### config.mk
export PLATFORM = sky130hd
export DESIGN_NAME = usp_id_route_decoder
export DESIGN_NICKNAME = d
export VERILOG_FILES = /design/src/rtl/usp_id_route_decoder.sv
export SDC_FILE = /design/constraint.sdc
export NUM_CORES = 1
export LEC_CHECK = 0
export BUFFER_PORTS_ARGS = -buffer_cell sky130_fd_sc_hd__clkbuf_2
export CAP_MARGIN = 15
export CORE_ASPECT_RATIO = 1.2
export CORE_MARGIN = 4
export CORE_UTILIZATION = 45
export DETAILED_ROUTE_END_ITERATION = 12
export PLACE_DENSITY = 0.75
export SLEW_MARGIN = 20
export SYNTH_ARGS = -nofsm -noshare
export SYNTH_HDL_FRONTEND = slang
export SYNTH_SLANG_ARGS = --single-unit
### constraint.sdc
create_clock -name usp_user_clk -period 3.4 [get_ports usp_user_clk]
set_clock_uncertainty 0.15 [all_clocks]
set_input_delay 0.34 -clock usp_user_clk [delete_from_list [all_inputs] [get_ports usp_user_clk]]
set_output_delay 0.34 -clock usp_user_clk [all_outputs]
set_load 0.05 [all_outputs]
### src/rtl/usp_id_route_decoder.sv
// Classifies ID-routed TLP headers (Cfg Type1, Cpl*) arriving from the USP against the
// snooped secondary/subordinate bus numbers; two-stage valid/ready pipeline.
module usp_id_route_decoder #(
  parameter int USER_W = 32
) (
  input  logic              usp_user_clk,
  input  logic              sys_reset_n,
  input  logic              usp_user_reset,
  input  logic [7:0]        usp_sec_bus,
  input  logic [7:0]        usp_sub_bus,
  input  logic              all_bus_numbers_ready,
  input  logic              s_valid,
  output logic              s_ready,
  input  logic [7:0]        s_fmt_type,
  input  logic [15:0]       s_target_id,
  input  logic [USER_W-1:0] s_user,
  output logic              m_valid,
  input  logic              m_ready,
  output logic [1:0]        m_route,
  output logic              m_convert_type0,
  output logic [USER_W-1:0] m_user,
  output logic [15:0]       ur_count
);

  localparam logic [1:0] ROUTE_FWD_DSP   = 2'b00;
  localparam logic [1:0] ROUTE_CFG_LOCAL = 2'b01;
  localparam logic [1:0] ROUTE_UR        = 2'b10;

  logic              r_v1;
  logic [7:0]        r_fmt1;
  logic [4:0]        r_dev1;
  logic              r_inSec1;
  logic              r_inRange1;
  logic [USER_W-1:0] r_user1;

  logic              r_v2;
  logic [1:0]        r_route2;
  logic              r_conv2;
  logic [USER_W-1:0] r_user2;
  logic [15:0]       r_urCount;

  logic              w_adv2;
  logic              w_accept;
  logic [7:0]        w_bus;
  logic              w_inSec;
  logic              w_inRange;
  logic [1:0]        w_route;
  logic              w_conv;
  logic              w_outFire;
  logic [2:0]        w_unusedFn;

  assign w_adv2     = ~r_v2 | m_ready;
  assign s_ready    = all_bus_numbers_ready & (~r_v1 | w_adv2);
  assign w_accept   = s_valid & s_ready;
  assign w_bus      = s_target_id[15:8];
  assign w_unusedFn = s_target_id[2:0];
  assign w_inSec    = (w_bus == usp_sec_bus);
  // With sec > sub this is naturally empty, so misprogramming needs no special case.
  assign w_inRange  = (w_bus > usp_sec_bus) & (w_bus <= usp_sub_bus);
  assign w_outFire  = r_v2 & m_ready;

  always_comb begin
    w_route = ROUTE_UR;
    w_conv  = 1'b0;
    case (r_fmt1)
      8'h05, 8'h45: begin
        if (r_inSec1) begin
          if (r_dev1 == 5'd0) begin
            w_route = ROUTE_CFG_LOCAL;
            w_conv  = 1'b1;
          end else begin
            w_route = ROUTE_UR;
          end
        end else if (r_inRange1) begin
          w_route = ROUTE_FWD_DSP;
        end
      end
      8'h0A, 8'h4A, 8'h0B, 8'h4B: begin
        if (r_inSec1 | r_inRange1) w_route = ROUTE_FWD_DSP;
      end
      default: w_route = ROUTE_UR;
    endcase
  end

  always_ff @(posedge usp_user_clk or negedge sys_reset_n) begin
    if (!sys_reset_n) begin
      r_v1       <= 1'b0;
      r_fmt1     <= '0;
      r_dev1     <= '0;
      r_inSec1   <= 1'b0;
      r_inRange1 <= 1'b0;
      r_user1    <= '0;
    end else if (usp_user_reset) begin
      r_v1       <= 1'b0;
      r_fmt1     <= '0;
      r_dev1     <= '0;
      r_inSec1   <= 1'b0;
      r_inRange1 <= 1'b0;
      r_user1    <= '0;
    end else if (~r_v1 | w_adv2) begin
      r_v1 <= w_accept;
      if (w_accept) begin
        r_fmt1     <= s_fmt_type;
        r_dev1     <= s_target_id[7:3];
        r_inSec1   <= w_inSec;
        r_inRange1 <= w_inRange;
        r_user1    <= s_user;
      end
    end
  end

  // Output register only reloads when empty or drained, which holds it stable under stall.
  always_ff @(posedge usp_user_clk or negedge sys_reset_n) begin
    if (!sys_reset_n) begin
      r_v2     <= 1'b0;
      r_route2 <= ROUTE_FWD_DSP;
      r_conv2  <= 1'b0;
      r_user2  <= '0;
    end else if (usp_user_reset) begin
      r_v2     <= 1'b0;
      r_route2 <= ROUTE_FWD_DSP;
      r_conv2  <= 1'b0;
      r_user2  <= '0;
    end else if (w_adv2) begin
      r_v2 <= r_v1;
      if (r_v1) begin
        r_route2 <= w_route;
        r_conv2  <= w_conv;
        r_user2  <= r_user1;
      end
    end
  end

  always_ff @(posedge usp_user_clk or negedge sys_reset_n) begin
    if (!sys_reset_n) begin
      r_urCount <= '0;
    end else if (usp_user_reset) begin
      r_urCount <= '0;
    end else if (w_outFire && (r_route2 == ROUTE_UR) && (r_urCount != 16'hFFFF)) begin
      r_urCount <= r_urCount + 16'd1;
    end
  end

  assign m_valid         = r_v2;
  assign m_route         = r_route2;
  assign m_convert_type0 = r_conv2;
  assign m_user          = r_user2;
  assign ur_count        = r_urCount;

endmodule
After elaboration in Yosys (flattened, before gate mapping):

Cells that the tools add are included.

* flip-flop bits (word level): 100
* bits of input ports: 78
* output and inout port bits: 53
* word-level logic and storage cells: 82

* $add $sub $neg: 1
* order comparisons: 2
* equal/unequal tests: 9
* mux-type cells: 38
* bitwise logic cells: 9
* reduce and logical (&&, ||, !) cells: 12

Operators with widths (count)
* 32-bit 2-to-1 mux: 6
* 16-bit 2-to-1 mux: 2
* 8-bit by 7-bit equality test with 1-bit output (second input constant): 3
* 8-bit 2-to-1 mux: 3
* 16-bit by 1-bit adder with 16-bit output (second input constant): 1
* 8-bit by 4-bit equality test with 1-bit output (second input constant): 2
* 1-bit 2-to-1 mux: 16
* 16-bit != test (second input constant): 1
* 5-bit 2-to-1 mux: 3
* 2-bit 2-to-1 mux: 7
* 2-bit nonzero test: 5
* 8-bit by 3-bit equality test with 1-bit output (second input constant): 1
* 8-bit equality test: 1
* 8-bit greater-than comparator: 1
* 8-bit less-or-equal comparator: 1
* 5-bit zero test: 1
* 1-bit bitwise AND: 4
* 2-bit case mux with 2 select lines: 1
* 2-bit AND reduction: 2
* 4-bit OR reduction: 1
* 1-bit bitwise OR: 3
* 2-bit equality test (second input constant): 1
* 1-bit logical AND: 2
* 1-bit inverter: 2
* 2-bit OR reduction: 1

Logic depth before layout (Yosys ltp):

* depth in word-level cells: 8
* depth in mapped cells: 7

Worst setup path after synthesis:

OpenSTA, ideal clock, no wires.

* path type: reg-to-reg
* from: register r_urCount[0] (netlist: ur_count[0])
* to: register r_urCount[11] (netlist: ur_count[11])
* setup time: 132 ps
* arrival: 1859 ps
* required time: 3118 ps
* slack: 1259 ps
* stages on the path, launching flop included: 7
* path buffers: 0
* period minus slack after synthesis: 2141 ps
* cells stage by stage: dfrtp_1 ha_1 nand4_1 or3_1 nand4_1 xor2_1 nor2_1

* longest elaborated chain between the ends: 3
* elaborated cells on any way between the ends: 6

RTL lines
* from (decl): line 40 `logic [15:0] r_urCount;`
* from (signal assigned): line 140 `r_urCount <= r_urCount + 16'd1;`
* 16-bit by 1-bit adder with 16-bit output / 16-bit != test (equally long branches): line 140, 139
* 16-bit 2-to-1 mux / 1-bit logical AND (equally long branches): line 139 `end else if (w_outFire && (r_route2 == ROUTE_UR) && (r_urCount != 16'hFFFF)) begin`
* 16-bit 2-to-1 mux / 2-bit nonzero test (equally long branches)

Several ways; a longest one is shown, not always the timed one. The select of a mux whose other input is x is not followed.
A chain may end at the register's enable or synchronous reset.

Worst setup path in the final report:

* from: register r_v2 (netlist: m_valid)
* to: register r_inRange1

* longest elaborated chain between the ends: 7
* elaborated cells on any way between the ends: 8

RTL lines
* from (decl): line 36 `logic r_v2;`
* from (signal assigned): line 125 `r_v2 <= r_v1;`
* 1-bit inverter *: line 52 `assign w_adv2 = ~r_v2 | m_ready;`
* 1-bit bitwise OR *: line 52
* 1-bit bitwise OR *: line 53, 100
* 1-bit bitwise AND: line 53 `assign s_ready = all_bus_numbers_ready & (~r_v1 | w_adv2);`
* 1-bit bitwise AND: line 54 `assign w_accept = s_valid & s_ready;`
* 2-bit nonzero test (no line)
* 2-bit AND reduction (no line) *
* to (signal assigned): line 106 `r_inRange1 <= w_inRange;`
* to (decl): line 33 `logic r_inRange1;`

Every way passes the cells marked *; elsewhere a longest branch is shown, timed or not.

==> impl_metrics.toml <==
[setup_path]
critical-path-top-delay-family = "simple AND/OR/NAND/NOR gates"
path_class = "flip-flop to flip-flop"
startpoint_type = "flip-flop"
slowest_stage = "nand3_2"
crit_required_ns = 3.46
worstPathMaxFanout = 47
reg2regPathDepth = 5
critPathArrivalTime_ns = 2.27
crit_buf_inv = 0
worstSetupStartpoint = "m_valid"
rr_startpoint = "m_valid"
reg2reg_setup_slack_ns = 1.19
rr_endpoint = "r_inRange1"
crit_chain = "nor2b_1 -> nand2_1 -> nand3_2 -> nand3b_1 -> o21ai_0"
max_stage_delay_ns = 0.75
end_kind = "flip-flop"

[global_route]
grt_pass1_vias = 3555
grt_pass1_wl_um = 16830
grt_max_degree = 89
track_usage = 0.1814
antenna_found_initial = 0
overflow = 0

[place]
dp_hpwl_um = 7137
dp_cells = 670
routabilityCongestion = 0.7477
portBuffers = 126

[routing]
wl_per_cell_um = 14.82
vias = 3587
postRouteAntennaNets = 0
routed_wirelength_um = 10180
drtPass1Iterations = 4
drt-initial-drc-count = 136
viasPerCell = 5.221
drc = 0

[synth]
syn_area_per_cell_um2 = 10.02
yosys.area.top_type = "dfrtp_1"
mappedNetlistNets = 537
yosys_warnings = 0
syn_area_um2 = 4428
synth_area_leaders = "dfrtp_1 (56%), nand2_1 (8.3%), a22o_1 (6.5%), a21oi_1 (6.0%), ha_1 (4.8%)"
seq_area_frac_synth = 0.5595
synth-seq-cells = 99
synth_top_area_share = 0.5595
ys_types = 37
syn_inst = 442

[timing]
period_needed_ns = 2.214
finalSetupTns_ns = 0
hold_viol_final = 0
finalMaxSlewViolations = 0
setup_viol = 0
fmax_ghz = 0.4516
tightest_slew_ns = 0.9883
relSlewSlack = 0.3397
rsz0062_at_grt = "false"
finalCritPeriodShare = 0.6512

[power_and_ir_drop]
p_leak_nw = 2.796
power_density_nw_per_um2 = 463.0
peakVddDrop_mv = 0.2585

[worst_hold_path]
hold_path_class = "input pin to flip-flop"
worstHoldStart = "s_user[12]"
hold_path_end = "r_user1[12]"
min_path_cells = 3

[floorplan]
die_area_um2 = 11500
row_count = 39
die_w_um = 98.56
pin_count = 131
core_um2 = 9564
start_util = 0.4630
die_y_um = 116.7

[cts]
cts_resized = 0
cts_tree = "yes"
clk_pin_slew_ns = 0.07
cts_max_level = 3
cts.sinks = 99
cts_made_buffers = 9
cts_root_buffer = "clkbuf_16"
clk_latency_ns = 0.34
cts_buffer_depth = 2

[final_layout]
nNetsFinal = 654
diodes = 0
num-fill-cells = 886
final_layout_size_suffix_gt1_frac = 0.2695
area_growth_pct = 24.13
final_common_cell = "clkbuf_2"
final_cell_mix = "clkbuf_2 (125), dfrtp_1 (99), nand2_1 (98)"
instances_no_fill = 687

[flow_run]
drv_cap = 0

[status]
status = "complete, no violations"
power by group:
group / switching (W) / total [W] / internal [W]
logic: 0.000145 / 0.000224 / 0.0000790
clock network: 0.000445 / 0.00110 / 0.000654
registers: 0.0000164 / 0.00122 / 0.00121
registers in the layout (all words and copies together), names as in the netlist:
register and flops:
ur_count 16, m_valid 1, r_dev1 5, r_user1 32, r_inRange1 1, r_fmt1 7, m_convert_type0 1, r_v1 1
m_user 32, m_route 2, r_inSec1 1
kinds of logic (layout without fill, tap and decap cells):
family / after synthesis / in the layout / synth area share
adder cells (fa/ha/maj): 17 / 17 / 0.04804
AO/OA/AOI/OAI: 98 / 98 / 0.1433
flip-flops: 99 / 99 / 0.5595
AND/OR/NAND/NOR: 172 / 172 / 0.1825
buffers and inverters: 41 / 163 / 0.03701
XOR/XNOR: 15 / 15 / 0.02967
synth_stat cells, drive strengths merged:
library cell and number:
nand3b 3, and3 3, nand2 98, a211oi 1, ha 17, dfrtp 99
a21oi 53, or2 1, nor3 6, buf 9, nand4 10, or3 1
xnor2 7, nand3 12, o221ai 1, xor2 8, o21ai 5, o211ai 1
nor4 5, clkbuf 15, nor4bb 1, and4 1, nand2b 1, a21o 2
nor2b 3, nand4b 2, inv 17, a22o 33, o2111ai 1, nor4b 1
nor2 22, o21bai 1, and2 1, nor3b 1
area by class of cell:
class	instances	area, um^2	share of cell area
timing repair buffer	130	669.4	0.1218
clock buffer	10	229.0	0.04166
tap	123	153.9	0.02800
sequential	99	2477	0.4507
multi-input combinational	302	1807	0.3287
clock inverter	6	96.34	0.01753
inverter	17	63.81	0.01161
worst reg2reg max path: cells and delay by family (launching register included):
kind	cells	cell delay (ns)
compound gates	1	0.11
simple gates	4	1.42
flops	1	0.41
worst max-delay path by stage:
stage | to | slack, ns | cells past startpoint
6_report | r_inRange1 | 1.19 | 5
5_1_grt | r_inRange1 | 0.98 | 5
4_1_cts | r_inRange1 | 1.15 | 5
3_5_place_dp | r_inRange1 | 1.16 | 5
3_3_place_gp | r_inRange1 | 1.20 | 5
2_1_floorplan | ur_count[11] | 1.26 | 6
per-stage QoR:
step / hold slack (ns) / util / instance area [um^2] / power, W / setup WS (ns)
2_1_floorplan: -0.1056 / - / 4428 / 0.001366 / 1.259
3_3_place_gp: 0.3122 / 0.5392 / 5157 / 0.001463 / 1.205
3_5_place_dp: 0.3265 / 0.5392 / 5157 / 0.001471 / 1.161
4_1_cts: 0.05159 / 0.5733 / 5483 / 0.002571 / 1.149
5_1_grt: 0.05488 / 0.5747 / 5497 / 0.002651 / 0.9787
6_report: 0.06176 / 0.5747 / 5497 / 0.002545 / 1.186
metal layers:
layer	track usage	routed length, um
met5	0	0
met2	0.3248	5256
met3	0.02628	348
met1	0.2208	4391
met4	0.07468	183
timing repair:
action | CTS | global route
hold endpoints to repair | 0 | 54
setup endpoints to repair | 0 | 0
setup buffers | 0 | 0
hold buffers | 0 | 1
(Power assumes the default switching activity.)
